File: src/rtl/digit_pkg.sv
// Shared types and helpers for the digit ROI sequencer: FSM encodings, border RAM
// address mapping and the edge clamp used on every border value.
package digit_pkg;

    localparam int unsigned PIX_W     = 11;
    localparam int unsigned BORDER_W  = 12;
    localparam int unsigned LEAD_OFS  = 1;
    localparam int unsigned TRAIL_OFS = 2;

    typedef enum logic [1:0] {
        ST_IDLE,
        ST_RD_ROW,
        ST_RD_COL,
        ST_EMIT
    } seq_state_e;

    typedef enum logic [1:0] {
        PH_IDLE,
        PH_LEAD,
        PH_TRAIL,
        PH_CAP
    } rd_phase_e;

    // Leading edges arrive pre-decremented and may have wrapped, so out-of-range means 0;
    // trailing edges saturate at the last valid pixel.
    function automatic logic [PIX_W-1:0] edge_clamp(input logic [BORDER_W-1:0] value,
                                                    input logic [PIX_W-1:0]    total,
                                                    input logic                is_lead);
        if (value < BORDER_W'(total)) begin
            return value[PIX_W-1:0];
        end
        return is_lead ? '0 : total - PIX_W'(1);
    endfunction

endpackage

File: src/rtl/digit_roi_sequencer_reader.sv
// Reads one lead/trail border pair (addresses 2k+1, 2k+2) from a 1-cycle-latency RAM
// and pulses done_o in the cycle the trailing value is on data_i.
module border_pair_reader
    import digit_pkg::*;
#(
    parameter int unsigned W     = 12,
    parameter int unsigned IDX_W = 4
) (
    input  logic             clk,
    input  logic             rst,
    input  logic             start_i,
    input  logic [IDX_W-1:0] idx_i,
    input  logic [W-1:0]     data_i,
    output logic [W-1:0]     addr_o,
    output logic [W-1:0]     lead_o,
    output logic [W-1:0]     trail_o,
    output logic             done_o
);

    rd_phase_e        phase_q, phase_d;
    logic [IDX_W-1:0] idx_q, idx_d;
    logic [W-1:0]     lead_q, lead_d;
    logic [W-1:0]     trail_q, trail_d;
    logic [W-1:0]     base;

    always_comb begin
        phase_d = phase_q;
        idx_d   = idx_q;
        lead_d  = lead_q;
        trail_d = trail_q;
        done_o  = 1'b0;
        addr_o  = '0;
        base    = W'(idx_q) << 1;
        case (phase_q)
            PH_IDLE: begin
                if (start_i) begin
                    phase_d = PH_LEAD;
                    idx_d   = idx_i;
                end
            end
            PH_LEAD: begin
                addr_o  = base + W'(LEAD_OFS);
                phase_d = PH_TRAIL;
            end
            PH_TRAIL: begin
                addr_o  = base + W'(TRAIL_OFS);
                lead_d  = data_i;
                phase_d = PH_CAP;
            end
            PH_CAP: begin
                trail_d = data_i;
                done_o  = 1'b1;
                phase_d = PH_IDLE;
            end
            default: phase_d = PH_IDLE;
        endcase
        lead_o  = lead_q;
        // Pass the trailing value straight through on done so the consumer can use it
        // in the same cycle.
        trail_o = trail_d;
    end

    always_ff @(posedge clk) begin
        if (rst) begin
            phase_q <= PH_IDLE;
            idx_q   <= '0;
            lead_q  <= '0;
            trail_q <= '0;
        end else begin
            phase_q <= phase_d;
            idx_q   <= idx_d;
            lead_q  <= lead_d;
            trail_q <= trail_d;
        end
    end

endmodule

File: src/rtl/digit_roi_sequencer.sv
// Walks the row/column border RAMs after projection completes and emits one clamped
// bounding box per (row band, column band) pair over a valid/ready handshake.
module digit_roi_sequencer
    import digit_pkg::*;
#(
    parameter int unsigned NUM_ROW = 1,
    parameter int unsigned NUM_COL = 4,
    parameter int unsigned DEPBIT  = BORDER_W
) (
    input  logic              clk,
    input  logic              rst,
    input  logic              project_done_flag,
    input  logic [3:0]        num_row,
    input  logic [3:0]        num_col,
    input  logic [10:0]       h_total_pexel,
    input  logic [10:0]       v_total_pexel,
    output logic [DEPBIT-1:0] row_border_addr_rd,
    input  logic [DEPBIT-1:0] row_border_data_rd,
    output logic [DEPBIT-1:0] col_border_addr_rd,
    input  logic [DEPBIT-1:0] col_border_data_rd,
    output logic              roi_valid,
    input  logic              roi_ready,
    output logic [10:0]       roi_x_l,
    output logic [10:0]       roi_x_r,
    output logic [10:0]       roi_y_t,
    output logic [10:0]       roi_y_b,
    output logic [3:0]        roi_idx,
    output logic              roi_last,
    output logic              seq_busy,
    output logic              seq_overrun
);

    localparam logic [3:0] NROW_MAX = 4'(NUM_ROW);
    localparam logic [3:0] NCOL_MAX = 4'(NUM_COL);

    seq_state_e  state_q, state_d;
    logic        flag_q, flag_d, armed_q, armed_d, rise_q, rise_d, overrun_q, overrun_d;
    logic [3:0]  r_q, r_d, c_q, c_d, nr_q, nr_d, nc_q, nc_d;
    logic        valid_q, valid_d, last_q, last_d;
    logic [3:0]  idx_q, idx_d;
    logic [10:0] xl_q, xl_d, xr_q, xr_d, yt_q, yt_d, yb_q, yb_d;
    logic [10:0] xl_c, xr_c, yt_c, yb_c;

    logic              row_start, col_start, row_done, col_done;
    logic [DEPBIT-1:0] row_lead, row_trail, col_lead, col_trail;

    border_pair_reader #(.W(DEPBIT), .IDX_W(4)) u_row_rd (
        .clk     (clk),
        .rst     (rst),
        .start_i (row_start),
        .idx_i   (r_d),
        .data_i  (row_border_data_rd),
        .addr_o  (row_border_addr_rd),
        .lead_o  (row_lead),
        .trail_o (row_trail),
        .done_o  (row_done)
    );

    border_pair_reader #(.W(DEPBIT), .IDX_W(4)) u_col_rd (
        .clk     (clk),
        .rst     (rst),
        .start_i (col_start),
        .idx_i   (c_d),
        .data_i  (col_border_data_rd),
        .addr_o  (col_border_addr_rd),
        .lead_o  (col_lead),
        .trail_o (col_trail),
        .done_o  (col_done)
    );

    always_comb begin
        xl_c = edge_clamp(col_lead, h_total_pexel, 1'b1);
        xr_c = edge_clamp(col_trail, h_total_pexel, 1'b0);
        yt_c = edge_clamp(row_lead, v_total_pexel, 1'b1);
        yb_c = edge_clamp(row_trail, v_total_pexel, 1'b0);
    end

    always_comb begin
        state_d   = state_q;
        r_d       = r_q;
        c_d       = c_q;
        nr_d      = nr_q;
        nc_d      = nc_q;
        valid_d   = valid_q;
        last_d    = last_q;
        idx_d     = idx_q;
        xl_d      = xl_q;
        xr_d      = xr_q;
        yt_d      = yt_q;
        yb_d      = yb_q;
        row_start = 1'b0;
        col_start = 1'b0;
        flag_d    = project_done_flag;
        // Only arm once the flag has been seen low, so a level held through reset is ignored.
        armed_d   = armed_q | ~project_done_flag;
        rise_d    = project_done_flag & ~flag_q & armed_q;
        overrun_d = overrun_q | (rise_q & (state_q != ST_IDLE));

        case (state_q)
            ST_IDLE: begin
                if (rise_q) begin
                    nr_d = (num_row > NROW_MAX) ? NROW_MAX : num_row;
                    nc_d = (num_col > NCOL_MAX) ? NCOL_MAX : num_col;
                    r_d  = '0;
                    c_d  = '0;
                    if (nr_d != 4'd0 && nc_d != 4'd0) begin
                        state_d   = ST_RD_ROW;
                        row_start = 1'b1;
                    end
                end
            end
            ST_RD_ROW: begin
                if (row_done) begin
                    state_d   = ST_RD_COL;
                    col_start = 1'b1;
                end
            end
            ST_RD_COL: begin
                if (col_done) begin
                    state_d = ST_EMIT;
                    valid_d = 1'b1;
                    idx_d   = r_q * nc_q + c_q;
                    last_d  = (r_q == nr_q - 4'd1) && (c_q == nc_q - 4'd1);
                    // Inverted boxes collapse onto their leading edge rather than being dropped.
                    xl_d    = xl_c;
                    xr_d    = (xl_c > xr_c) ? xl_c : xr_c;
                    yt_d    = yt_c;
                    yb_d    = (yt_c > yb_c) ? yt_c : yb_c;
                end
            end
            ST_EMIT: begin
                if (roi_ready) begin
                    valid_d = 1'b0;
                    if (c_q < nc_q - 4'd1) begin
                        c_d       = c_q + 4'd1;
                        state_d   = ST_RD_COL;
                        col_start = 1'b1;
                    end else if (r_q < nr_q - 4'd1) begin
                        r_d       = r_q + 4'd1;
                        c_d       = '0;
                        state_d   = ST_RD_ROW;
                        row_start = 1'b1;
                    end else begin
                        state_d = ST_IDLE;
                    end
                end
            end
            default: state_d = ST_IDLE;
        endcase
    end

    always_ff @(posedge clk) begin
        if (rst) begin
            state_q   <= ST_IDLE;
            flag_q    <= 1'b0;
            armed_q   <= 1'b0;
            rise_q    <= 1'b0;
            overrun_q <= 1'b0;
            r_q       <= '0;
            c_q       <= '0;
            nr_q      <= '0;
            nc_q      <= '0;
            valid_q   <= 1'b0;
            last_q    <= 1'b0;
            idx_q     <= '0;
            xl_q      <= '0;
            xr_q      <= '0;
            yt_q      <= '0;
            yb_q      <= '0;
        end else begin
            state_q   <= state_d;
            flag_q    <= flag_d;
            armed_q   <= armed_d;
            rise_q    <= rise_d;
            overrun_q <= overrun_d;
            r_q       <= r_d;
            c_q       <= c_d;
            nr_q      <= nr_d;
            nc_q      <= nc_d;
            valid_q   <= valid_d;
            last_q    <= last_d;
            idx_q     <= idx_d;
            xl_q      <= xl_d;
            xr_q      <= xr_d;
            yt_q      <= yt_d;
            yb_q      <= yb_d;
        end
    end

    assign roi_valid   = valid_q;
    assign roi_last    = last_q;
    assign roi_idx     = idx_q;
    assign roi_x_l     = xl_q;
    assign roi_x_r     = xr_q;
    assign roi_y_t     = yt_q;
    assign roi_y_b     = yb_q;
    assign seq_busy    = (state_q != ST_IDLE);
    assign seq_overrun = overrun_q;

endmodule

File: config.mk
export PLATFORM = sky130hd
export DESIGN_NAME = digit_roi_sequencer
export DESIGN_NICKNAME = d
export VERILOG_FILES = /design/src/rtl/digit_pkg.sv /design/src/rtl/digit_roi_sequencer_reader.sv /design/src/rtl/digit_roi_sequencer.sv
export SDC_FILE = /design/constraint.sdc
export NUM_CORES = 1
export LEC_CHECK = 0
export BUFFER_PORTS_ARGS = -buffer_cell sky130_fd_sc_hd__buf_2
export CAP_MARGIN = 30
export CORE_ASPECT_RATIO = 1.2
export CORE_UTILIZATION = 55
export DETAILED_ROUTE_END_ITERATION = 12
export PLACE_DENSITY = 0.83
export SYNTH_ARGS = -nofsm -noshare
export SYNTH_HDL_FRONTEND = slang
export SYNTH_SLANG_ARGS = --single-unit
File: constraint.sdc
create_clock -name clk -period 5.7 [get_ports clk]
set_input_delay 1.425 -clock clk [delete_from_list [all_inputs] [get_ports clk]]
set_output_delay 1.425 -clock clk [all_outputs]
set_load 0.01 [all_outputs]
==> results of run 1 <==
-- critical path, cell delays in order, from the launching register on --
cell and delay, ns:
dfxtp_1 0.38, ha_1 0.74, mux2_2 0.45, ha_1 0.31
a21o_1 0.17, a211oi_1 0.32, o211ai_2 0.43, nand2_1 0.19
o21ai_1 0.12, ha_1 0.35, nand2_1 0.07, a211oi_1 0.22
o41ai_1 0.10, a32o_1 0.29, nor4b_4 0.64, a22oi_1 0.18
o21ai_1 0.15
-- final cells by class --
type                    count  area, um^2
clock inverters            14         223
clock buffers              18         439
multi-input cells         709        5040
flip-flops and latches    132        2640
fillers                  1183        4880
well taps                 175         219
inverters                  69         259
repair buffers            132         706
-- sequential cells by signal (all words and copies together) (netlist names), 11 cells and up --
register and cells:
roi_x_l 11, roi_x_r 11, roi_y_b 11, roi_y_t 11
u_col_rd.lead_o 12, u_col_rd.trail_q 12, u_row_rd.lead_o 12, u_row_rd.trail_q 12
-- cells in the final DEF (no fill, tap or decap), types with 4 or more instances in the layout --
cell type  netlist  final
nand4_1          8      8
bufinv_16        0      5
and2_1          21     21
conb_1           1     12
nand2b_1        10     10
mux2i_1         48     48
a22oi_1         26     26
ha_1            98     98
a211oi_1        23     23
nor3_1          18     18
dfxtp_1        132    132
nor4_1           5      5
o211ai_1         4      4
a31oi_1          7      7
mux2_2          15     15
clkbuf_16        0     17
nand2_1        101    101
nor2b_1         34     34
o21ai_0         23     23
inv_6            0      4
a21oi_1         49     49
inv_1           69     69
a221o_1          4      4
o41ai_1          4      4
nand3_1         13     13
nor2_1          90     89
o21ai_1         12     12
buf_2            2    120
buf_4           12     10
nor3b_1          4      4
xnor2_1         27     27
-- power by group through the flow --
| stage | combinational (mW) | sequential, mW | clock (mW) |
|---|---|---|---|
| 2_1_floorplan | 0.457 | 0.999 | 0 |
| 3_3_place_gp | 0.587 | 1.01 | 0 |
| 3_5_place_dp | 0.600 | 1.01 | 0 |
| 4_1_cts | 0.607 | 0.991 | 1.24 |
| 5_1_grt | 0.678 | 0.996 | 1.29 |
| 6_report | 0.612 | 0.992 | 1.24 |
-- cell families (layout without fill, tap and decap cells) --
family | Yosys count | in the layout | synth area share [%]
flops | 132 | 132 | 32.5
buf+inv | 116 | 233 | 6.12
compound gates | 186 | 186 | 15.3
fa+ha+maj | 100 | 100 | 15.6
simple gates | 314 | 314 | 18.4
mux | 67 | 67 | 8.88
xor+xnor | 30 | 30 | 3.23
other cells | 1 | 12 | 0.0461
-- per-layer routing --
metal | wire length (um) | global-route usage [%]
met1 | 8900 | 32.9
met2 | 10300 | 49.4
met3 | 1070 | 5.86
met4 | 575 | 11.5
met5 | 0 | 0
-- stage by stage --
stage               power (mW)  util [%]  std cells
floorplan                 1.46         -        957
global placement          1.60      61.3       1215
detailed placement        1.61      61.5       1217
CTS                       2.84      66.1       1249
global route              2.96      66.1       1249
finish                    2.84      66.1       1249
-- how the worst max path moves through the flow --
stage | from | end | slack [ns] | cells past startpoint
after CTS | u_row_rd.phase_q[1] | roi_y_b[6] | 0.60 | 19
after detailed placement | row_border_data_rd[1] | roi_y_b[6] | 0.28 | 18
final | u_col_rd.phase_q[0] | roi_x_r[4] | 0.50 | 16
after floorplan | row_border_data_rd[7] | roi_y_b[2] | 1.02 | 17
after global routing | u_row_rd.phase_q[1] | roi_y_b[3] | 0.16 | 20
after global placement | row_border_data_rd[1] | roi_y_b[1] | 0.40 | 19
==> key figures, run 1 <==
Global route
  • Total Routing Usage GR: about 28%
  • First-pass GRT wire length: 33.2 mm
  • Initial antenna violation count: 0
  • GRT overflow: 0
  • Largest net degree at the start of global routing: 69
  • Vias in the first global route: 6,892

Power and ir drop
  • Max VDD drop: 0.180 mV
  • Pwr Density: 298 mW/mm^2
  • Logic pwr share: 21.5%
  • Seq pwr share: 34.9%
  • Switching share of total power: 29.5%
  • Leak Pwr: roughly 4.2 nW
  • Clock Power Share: 43.6%
  • Int Pwr: roughly 2.0 mW
  • P_sw: 0.839 mW

Critical path
  • Worst reg2reg path depth: 16
  • RR Endpoint: roi_x_r[4]
  • Setup crit end kind: register
  • R2r startpoint: u_col_rd.phase_q[0]
  • Crit path max fanout: 19
  • Crit path DAT: 5.56 ns
  • Worst Setup Start Kind: register
  • Reg2Reg Setup Slack: 0.50 ns
  • Crit Path Class: register to register
  • Worst path required time: 6.05 ns

Clocking
  • Clk buf depth: 2
  • H-Tree Depth: 4
  • Clk Latency, worst-skew pair: 0.44 ns
  • Cts hold-fix bufs: 0
  • # clock sinks: 132
  • Root Buffer: clkbuf_16
  • Post-CTS Setup Bufs: 0
  • CTS tree: yes
  • Clock slew at reported path FFs: about 0.060 ns
  • PostCTS Resize Cnt: 0
  • CTS buffer count: 17

Die
  • Core box area: between 0.01 and 0.015 mm^2
  • # rows: 48
  • Die X: 113 um
  • IO Pins: 134
  • Starting Density: 56.5%
  • Die area: 0.0153 mm^2
  • Die Ht: ~140 um

Routing
  • Iter 0 DRT Violations: 403
  • Wire per inst: approximately 17 um
  • Drt drc: 0
  • Antenna Nets Post-Route: 0
  • Via count: 7,176
  • DR vias/cell: 5.75
  • First-pass iteration count of the detailed router: 5
  • Final wirelength: 20.8 mm

Finish
  • Post-route cell area: 0.00953 mm^2
  • Area Growth Syn to Fin: 17.1%
  • Number of diodes: 0
  • Layout cells sized above 1: between 15 and 20%
  • Final net count: 1,219

Synthesis
  • Post-Syn Area: about 0.008 mm^2
  • Main synth FF type: dfxtp_1
  • Most frequent cell after synthesis: dfxtp_1
  • Post-synth top cells: dfxtp_1, nand2_1, ha_1
  • Synth Instances: roughly 950
  • Dominant cell type by area after synthesis: dfxtp_1
  • Synth warnings: 0
  • Top-area cell type share of the netlist area: between 30% and 40%
  • Synth cell types: 60
  • Async SR Flop Fraction: 0%
  • Synth Register Bits: 132
  • Syn avg cell area: 8.60 um^2
  • Post-synthesis sequential area ratio: 32.5%
  • Post-synth EDFFs: 0
  • Top cells by area, synth: dfxtp_1, ha_1, mux2i_1, nand2_1, nor2_1

STA
  • Min Hold Slack: 0.394 ns
  • Worst-margin pin slew: 1.02 ns
  • Worst slew margin: a little under a third
  • Fin Setup TNS: 0 ns
  • Fin crit period: 5.20 ns
  • Final Setup Violations: 0
  • Max Fclk: 192 MHz
  • Fin. Hold Viols: 0
  • Final Worst Setup Slack: between 0.4 and 0.5 ns
  • RSZ-0062 raised after global routing: false
  • Skew final: between 0.01 and 0.015 ns
  • Final Slew Violations: 0
  • Tcrit/Tclk final: 91.2%

Placement
  • DPL Wire Length: 15.5 mm
  • GP Congestion: 0.959
  • Setup WS pre-CTS: 0.276 ns
  • Placed Area: a little under 0.009 mm^2
  • I/O Buffers: 121

Hold path
  • Hold depth: 1
  • Worst hold path class: register to register
  • Hold_sp: flag_q
  • End of the worst hold path: rise_q

Flow run
  • Max-cap violation count: 0

Status
  • Status: finished clean
Power figures use the tool's default switching activity.
==> run 2: changes to the inputs <==
Settings changed: ABC_AREA set to 1.
==> run 2 against run 1 <==
Worst setup slack gained 0.15 ns. Clock skew shrank 0.0018 ns. Synthesized area grew 5.1%. Sequential power grew 8%. Synthesized cell count grew 33%. Global-route usage grew 1.0 points. Combinational power grew to 2.9 times the previous value. Power grew 37%. Critical path type unchanged.
==> key figures, run 2 <==
Hold path
  • End of the worst hold path: rise_q
  • Hold_sp: flag_q
  • Hold depth: 1
  • Worst hold path class: register to register

Die
  • # rows: 49
  • Core box area: about 0.015 mm^2
  • Die Ht: 139 um
  • Starting Density: a little under three fifths
  • Die area: 0.0161 mm^2
  • IO Pins: 134
  • Die X: 116 um

Global route
  • Largest net degree at the start of global routing: 70
  • Vias in the first global route: 7,910
  • Initial antenna violation count: 0
  • GRT overflow: 0
  • First-pass GRT wire length: 36.9 mm
  • Total Routing Usage GR: roughly 29%

Finish
  • Final net count: 1,523
  • Post-route cell area: 0.00985 mm^2
  • Fin cells: 1,582
  • Most frequent cells in the layout: nand2_1, inv_1, dfxtp_1, nor2_1, buf_2
  • Area Growth Syn to Fin: 15.1%
  • Layout cells sized above 1: 12.2%
  • Post-route core utilization: 65.3%
  • Number of diodes: 0
  • Fillcell total: 1,395
  • Most common cell after layout, fill and taps aside: nand2_1

Synthesis
  • Synth Register Bits: 132
  • Post-synth EDFFs: 0
  • Post-synth top cells: nand2_1, inv_1, dfxtp_1
  • Synth cell types: 37
  • Main synth FF type: dfxtp_1
  • Most frequent cell after synthesis: nand2_1
  • Top-area cell type share of the netlist area: 30.9%
  • Syn avg cell area: 6.78 um^2
  • Post-synthesis sequential area ratio: 30.9%
  • Synth warnings: 0
  • Dominant cell type by area after synthesis: dfxtp_1
  • Async SR Flop Fraction: 0%
  • Synth Instances: 1,262
  • Post-Syn Area: 0.00856 mm^2
  • Top cells by area, synth: dfxtp_1, ha_1, nand2_1, inv_1, nand3_1

Critical path
  • Crit path DAT: 5.40 ns
  • CP max stage delay: 0.65 ns
  • Crit path max fanout: 23
  • Slowest-stage cell, CP: ha_1
  • Reg2Reg Setup Slack: 0.65 ns
  • RR Endpoint: roi_x_r[0]
  • Crit path launch: u_col_rd.phase_q[0]
  • R2r startpoint: u_col_rd.phase_q[0]
  • CP most frequent cell: nand2_1
  • Crit Path Class: register to register
  • Cell Chain, Critical Path: ha_1 > o21ai_0 > ha_1 > nand2_1 > inv_1 > nand3_1 > nor3b_2 > nand2_1 > nand2_1 > nand2_1 > and2_1 > ha_1 > nand2_1 > nor4_1 > nand4_1 > nand2_1 > clkinv_1 > nand2_1 > nand3_1 > a21oi_1
  • Setup crit end kind: register
  • Cell family with most CP delay: simple AND/OR/NAND/NOR gates
  • Worst path required time: 6.05 ns
  • WP buf/inv: 2
  • Worst Setup Start Kind: register
  • Worst reg2reg path depth: 20

Routing
  • First-pass iteration count of the detailed router: 6
  • Iter 0 DRT Violations: a little over 700
  • Antenna Nets Post-Route: 0
  • Wire per inst: ~14 um
  • Top sig layer: met4
  • Via count: 8,381
  • Final wirelength: 22.4 mm
  • Drt drc: 0
  • DR WL met2: 10.9 mm
  • DR vias/cell: 5.30
  • Metal-1 WL: ~9.5 mm
  • Wire length on met3: between 1 and 1.5 mm

Placement
  • Placed Area: 0.00927 mm^2
  • GP Congestion: around 0.98
  • Inst Count DP: 1,550
  • I/O Buffers: 121
  • DPL Wire Length: around 17 mm

STA
  • Final Slew Violations: 0
  • Worst-margin pin slew: 0.783 ns
  • Skew final: 0.00881 ns
  • RSZ-0062 raised after global routing: false
  • Fin Setup TNS: 0 ns
  • Tcrit/Tclk final: 88.6%
  • Worst slew margin: a little under half
  • Max Fclk: 198 MHz
  • Fin. Hold Viols: 0
  • Final Setup Violations: 0
  • Fin crit period: 5.05 ns

Clocking
  • CTS buffer count: 17
  • Clock slew at reported path FFs: ~0.060 ns
  • Clk buf depth: 2
  • Root Buffer: clkbuf_16
  • H-Tree Depth: 4
  • Clk Latency, worst-skew pair: about 0.42 ns
  • PostCTS Resize Cnt: 0
  • CTS tree: yes
  • Cts hold-fix bufs: 0
  • # clock sinks: 132
  • Post-CTS Setup Bufs: 0

Power and ir drop
  • Total power: 3.90 mW
  • Max VDD drop: 0.250 mV
  • Pwr Density: 396 mW/mm^2
  • Leak Pwr: roughly 5.0 nW

Status
  • Status: finished clean

Flow run
  • Max-cap violation count: 0
==> run 2: changes by cell type after synthesis, sizes merged, moves of 34 or more <==
cell   previous run  this run
o21ai            35       107
nor2             90       124
nand3            13       119
inv              69       184
mux2i            51         0
nand2           101       245
a21oi            49       101
==> run 2: layout make-up <==
| cell class | count | area [um^2] | share of cell area, % |
|---|---|---|---|
| repair buffers | 129 | 686 | 6.96 |
| multi-input cells | 899 | 4990 | 50.6 |
| clock buffers | 18 | 429 | 4.36 |
| clock inverters | 14 | 155 | 1.57 |
| well taps | 204 | 255 | 2.59 |
| flip-flops and latches | 132 | 2640 | 26.8 |
| inverters | 186 | 698 | 7.09 |
==> run 2: where the power goes <==
| part | switching [mW] | internal, mW | total (mW) |
|---|---|---|---|
| registers | 0.0648 | 1.00 | 1.07 |
| clock network | 0.436 | 0.648 | 1.08 |
| logic | 1.16 | 0.592 | 1.75 |
==> run 2: worst max path at each step <==
stage | endpoint | slack (ns) | cells past startpoint
global route | roi_x_r[6] | 0.15 | 20
global placement | roi_x_r[3] | 0.47 | 21
finish | roi_x_r[0] | 0.65 | 20
detailed placement | roi_x_r[0] | 0.38 | 21
CTS | roi_x_r[0] | 0.74 | 20
floorplan | roi_x_r[3] | 1.52 | 20
==> run 2: cell families (layout without fill, tap and decap cells) <==
| group | count (synthesis) | count (layout) | share of synthesized area [%] |
|---|---|---|---|
| simple gates | 538 | 538 | 26.6 |
| buf+inv | 242 | 347 | 11.4 |
| xor+xnor | 30 | 30 | 3.07 |
| fa+ha+maj | 100 | 100 | 14.8 |
| compound gates | 219 | 219 | 13.2 |
| flops | 132 | 132 | 30.9 |
| other cells | 1 | 12 | 0.0438 |
==> run 2: per-stage QoR <==
| step | worst slack, ns | hold WS, ns |
|---|---|---|
| floorplan | 1.52 | 0.373 |
| global placement | 0.472 | 0.380 |
| detailed placement | 0.379 | 0.384 |
| CTS | 0.738 | 0.392 |
| global route | 0.149 | 0.402 |
| finish | 0.647 | 0.389 |
==> run 2: per-layer routing <==
layer | vias to the layer above | track usage (%)
met4 | 0 | 13.6
met2 | 258 | 49.5
li1 | 4264 | -
met1 | 3807 | 34.5
met5 | - | 0
met3 | 52 | 5.55
==> run 3: changes to the inputs <==
Clock period 5.7 ns to 6.1 ns, I/O delays scaled along.
==> run 3 against run 2 <==
Combinational power down 7%. Fmax shrank 0.92%. Flip-flop and latch count did not move. Cell area decreased by 0.36%. Die area is the same. Critical path depth unchanged. Worst hold slack better by 0.0022 ns. Routed wire length shrank 0.57%. Power shrank 6.6%. Non-clock buffer count is 4 lower. Largest power group unchanged.
==> key figures, run 3 (synthesis gave the netlist of run 2 again) <==
Clocking
  • H-Tree Depth: 4
  • PostCTS Resize Cnt: 0
  • Post-CTS Setup Bufs: 0
  • Root Buffer: clkbuf_16
  • Cts hold-fix bufs: 0
  • CTS buffer count: 17
  • Clk Latency, worst-skew pair: 0.43 ns
  • CTS tree: yes
  • Clock slew at reported path FFs: 0.06 ns
  • # clock sinks: 132
  • Clk buf depth: 2

STA
  • Worst slew margin: about a third
  • Final Setup Violations: 0
  • Final Worst Setup Slack: 1.00 ns
  • RSZ-0062 raised after global routing: false
  • Fin. Hold Viols: 0
  • Skew final: 0.00564 ns
  • Fin Setup TNS: 0 ns
  • Tcrit/Tclk final: 83.6%
  • Max Fclk: 196 MHz
  • Worst-margin pin slew: roughly 1.0 ns
  • Min Hold Slack: slightly below 0.4 ns
  • Fin crit period: 5.10 ns
  • Final Slew Violations: 0

Critical path
  • Worst path required time: ~6.5 ns
  • RR Endpoint: roi_y_b[4]
  • End point of the critical path: roi_y_b[4]
  • Crit path max fanout: 24
  • Reg2Reg Setup Slack: around 1 ns
  • Crit path DAT: between 5 and 6 ns
  • Worst Setup Start Kind: register
  • Setup crit end kind: register
  • Crit path launch: u_row_rd.phase_q[1]
  • R2r startpoint: u_row_rd.phase_q[1]
  • Crit Path Class: register to register
  • Worst reg2reg path depth: 20

Power and ir drop
  • Switching share of total power: a little over two fifths
  • Pwr Density: 371 mW/mm^2
  • Int Pwr: 2.10 mW
  • Max VDD drop: between 0.2 and 0.25 mV
  • Logic pwr share: 44.7%
  • Clock Power Share: between 20% and 30%
  • Seq pwr share: 27.4%
  • P_sw: 1.54 mW
  • Leak Pwr: 5.03 nW
  • Total power: 3.64 mW

Placement
  • Setup WS pre-CTS: 0.704 ns
  • I/O Buffers: roughly 120
  • Placed Area: 0.00923 mm^2
  • Inst Count DP: roughly 1,500
  • GP Congestion: 1.00
  • DPL Wire Length: 16.6 mm

Finish
  • Fin cells: 1,578
  • Most common cell after layout, fill and taps aside: nand2_1
  • Post-route core utilization: roughly two thirds
  • Layout cells sized above 1: 11.9%
  • Most frequent cells in the layout: nand2_1, inv_1, dfxtp_1, nor2_1, buf_2
  • Final net count: 1,519
  • Area Growth Syn to Fin: 14.7%
  • Fillcell total: 1,371
  • Post-route cell area: ~0.01 mm^2
  • Number of diodes: 0

Global route
  • GRT overflow: 0
  • Largest net degree at the start of global routing: 70
  • First-pass GRT wire length: 36.6 mm
  • Initial antenna violation count: 0
  • Total Routing Usage GR: around 29%
  • Vias in the first global route: 7,850

Die
  • IO Pins: 134
  • Core box area: 0.0151 mm^2
  • Die area: 0.0161 mm^2
  • Die X: 116 um
  • # rows: 49
  • Starting Density: 56.8%
  • Die Ht: 139 um

Hold path
  • Worst hold path class: register to register
  • Hold depth: 1

Status
  • Status: finished clean

Routing
  • Wire per inst: 14.1 um
  • Drt drc: 0
  • First-pass iteration count of the detailed router: 9
  • Via count: 8,426
  • DR vias/cell: approximately 5.3
  • Antenna Nets Post-Route: 0
  • Final wirelength: between 20 and 25 mm
  • Iter 0 DRT Violations: roughly 630

Flow run
  • Max-cap violation count: 0
[run 3: cell count changes in the layout (fill, tap and decap cells not counted)]
cell        delta
buf_4          -3
buf_8          -1
clkbuf_8       +2
clkinv_2       +2
clkinvlp_4     -2
inv_6          -1
inv_8          -1
[run 3: area by class of cell]
class	instances	area [um^2]	share of cell area, %
Clock inverter	12	130	1.33
Multi-Input combinational cell	899	4990	50.8
Timing Repair Buffer	125	648	6.60
Sequential cell	132	2640	26.9
Inverter	186	698	7.11
Tap cell	204	255	2.60
Clock buffer	20	457	4.65
[run 3: critical path, cell delays in order (launching register included)]
cell	delay, ns
dfxtp_1	0.38
ha_1	0.70
o21ai_0	0.33
ha_1	0.36
nand2_1	0.08
inv_1	0.04
o21ai_0	0.16
nand3b_1	0.11
a21oi_2	0.44
nand2_1	0.35
nand2_1	0.15
nand2_1	0.08
ha_1	0.29
nand2_1	0.09
nor4_1	0.31
nand4_1	0.12
nand2_1	0.30
clkinv_1	0.35
nand2_1	0.14
nand3_1	0.10
a21oi_1	0.14
[run 3: worst min path at each step]
stage	end	slack, ns	from
final	rise_q	0.39	flag_q
after global routing	rise_q	0.40	flag_q
after CTS	rise_q	0.39	flag_q
after detailed placement	rise_q	0.39	flag_q
after global placement	rise_q	0.38	flag_q
after floorplan	rise_q	0.37	flag_q
[run 3: power groups by stage]
stage | combinational [mW] | clock, mW | sequential [mW]
after floorplan | 1.25 | 0 | 0.993
after global placement | 1.57 | 0 | 1.01
final | 1.63 | 1.02 | 0.998
after detailed placement | 1.60 | 0 | 1.01
after global routing | 1.87 | 1.07 | 1.00
after CTS | 1.61 | 1.03 | 0.995
[run 3: metal layers]
| metal | share of wire (%) | global-route usage, % | vias up |
|---|---|---|---|
| met5 | 0 | 0 | - |
| met1 | 42 | 33.5 | 3820 |
| met3 | 5.4 | 4.98 | 54 |
| met4 | 3.5 | 14.0 | 0 |
| li1 | - | - | 4260 |
| met2 | 49 | 49.9 | 292 |
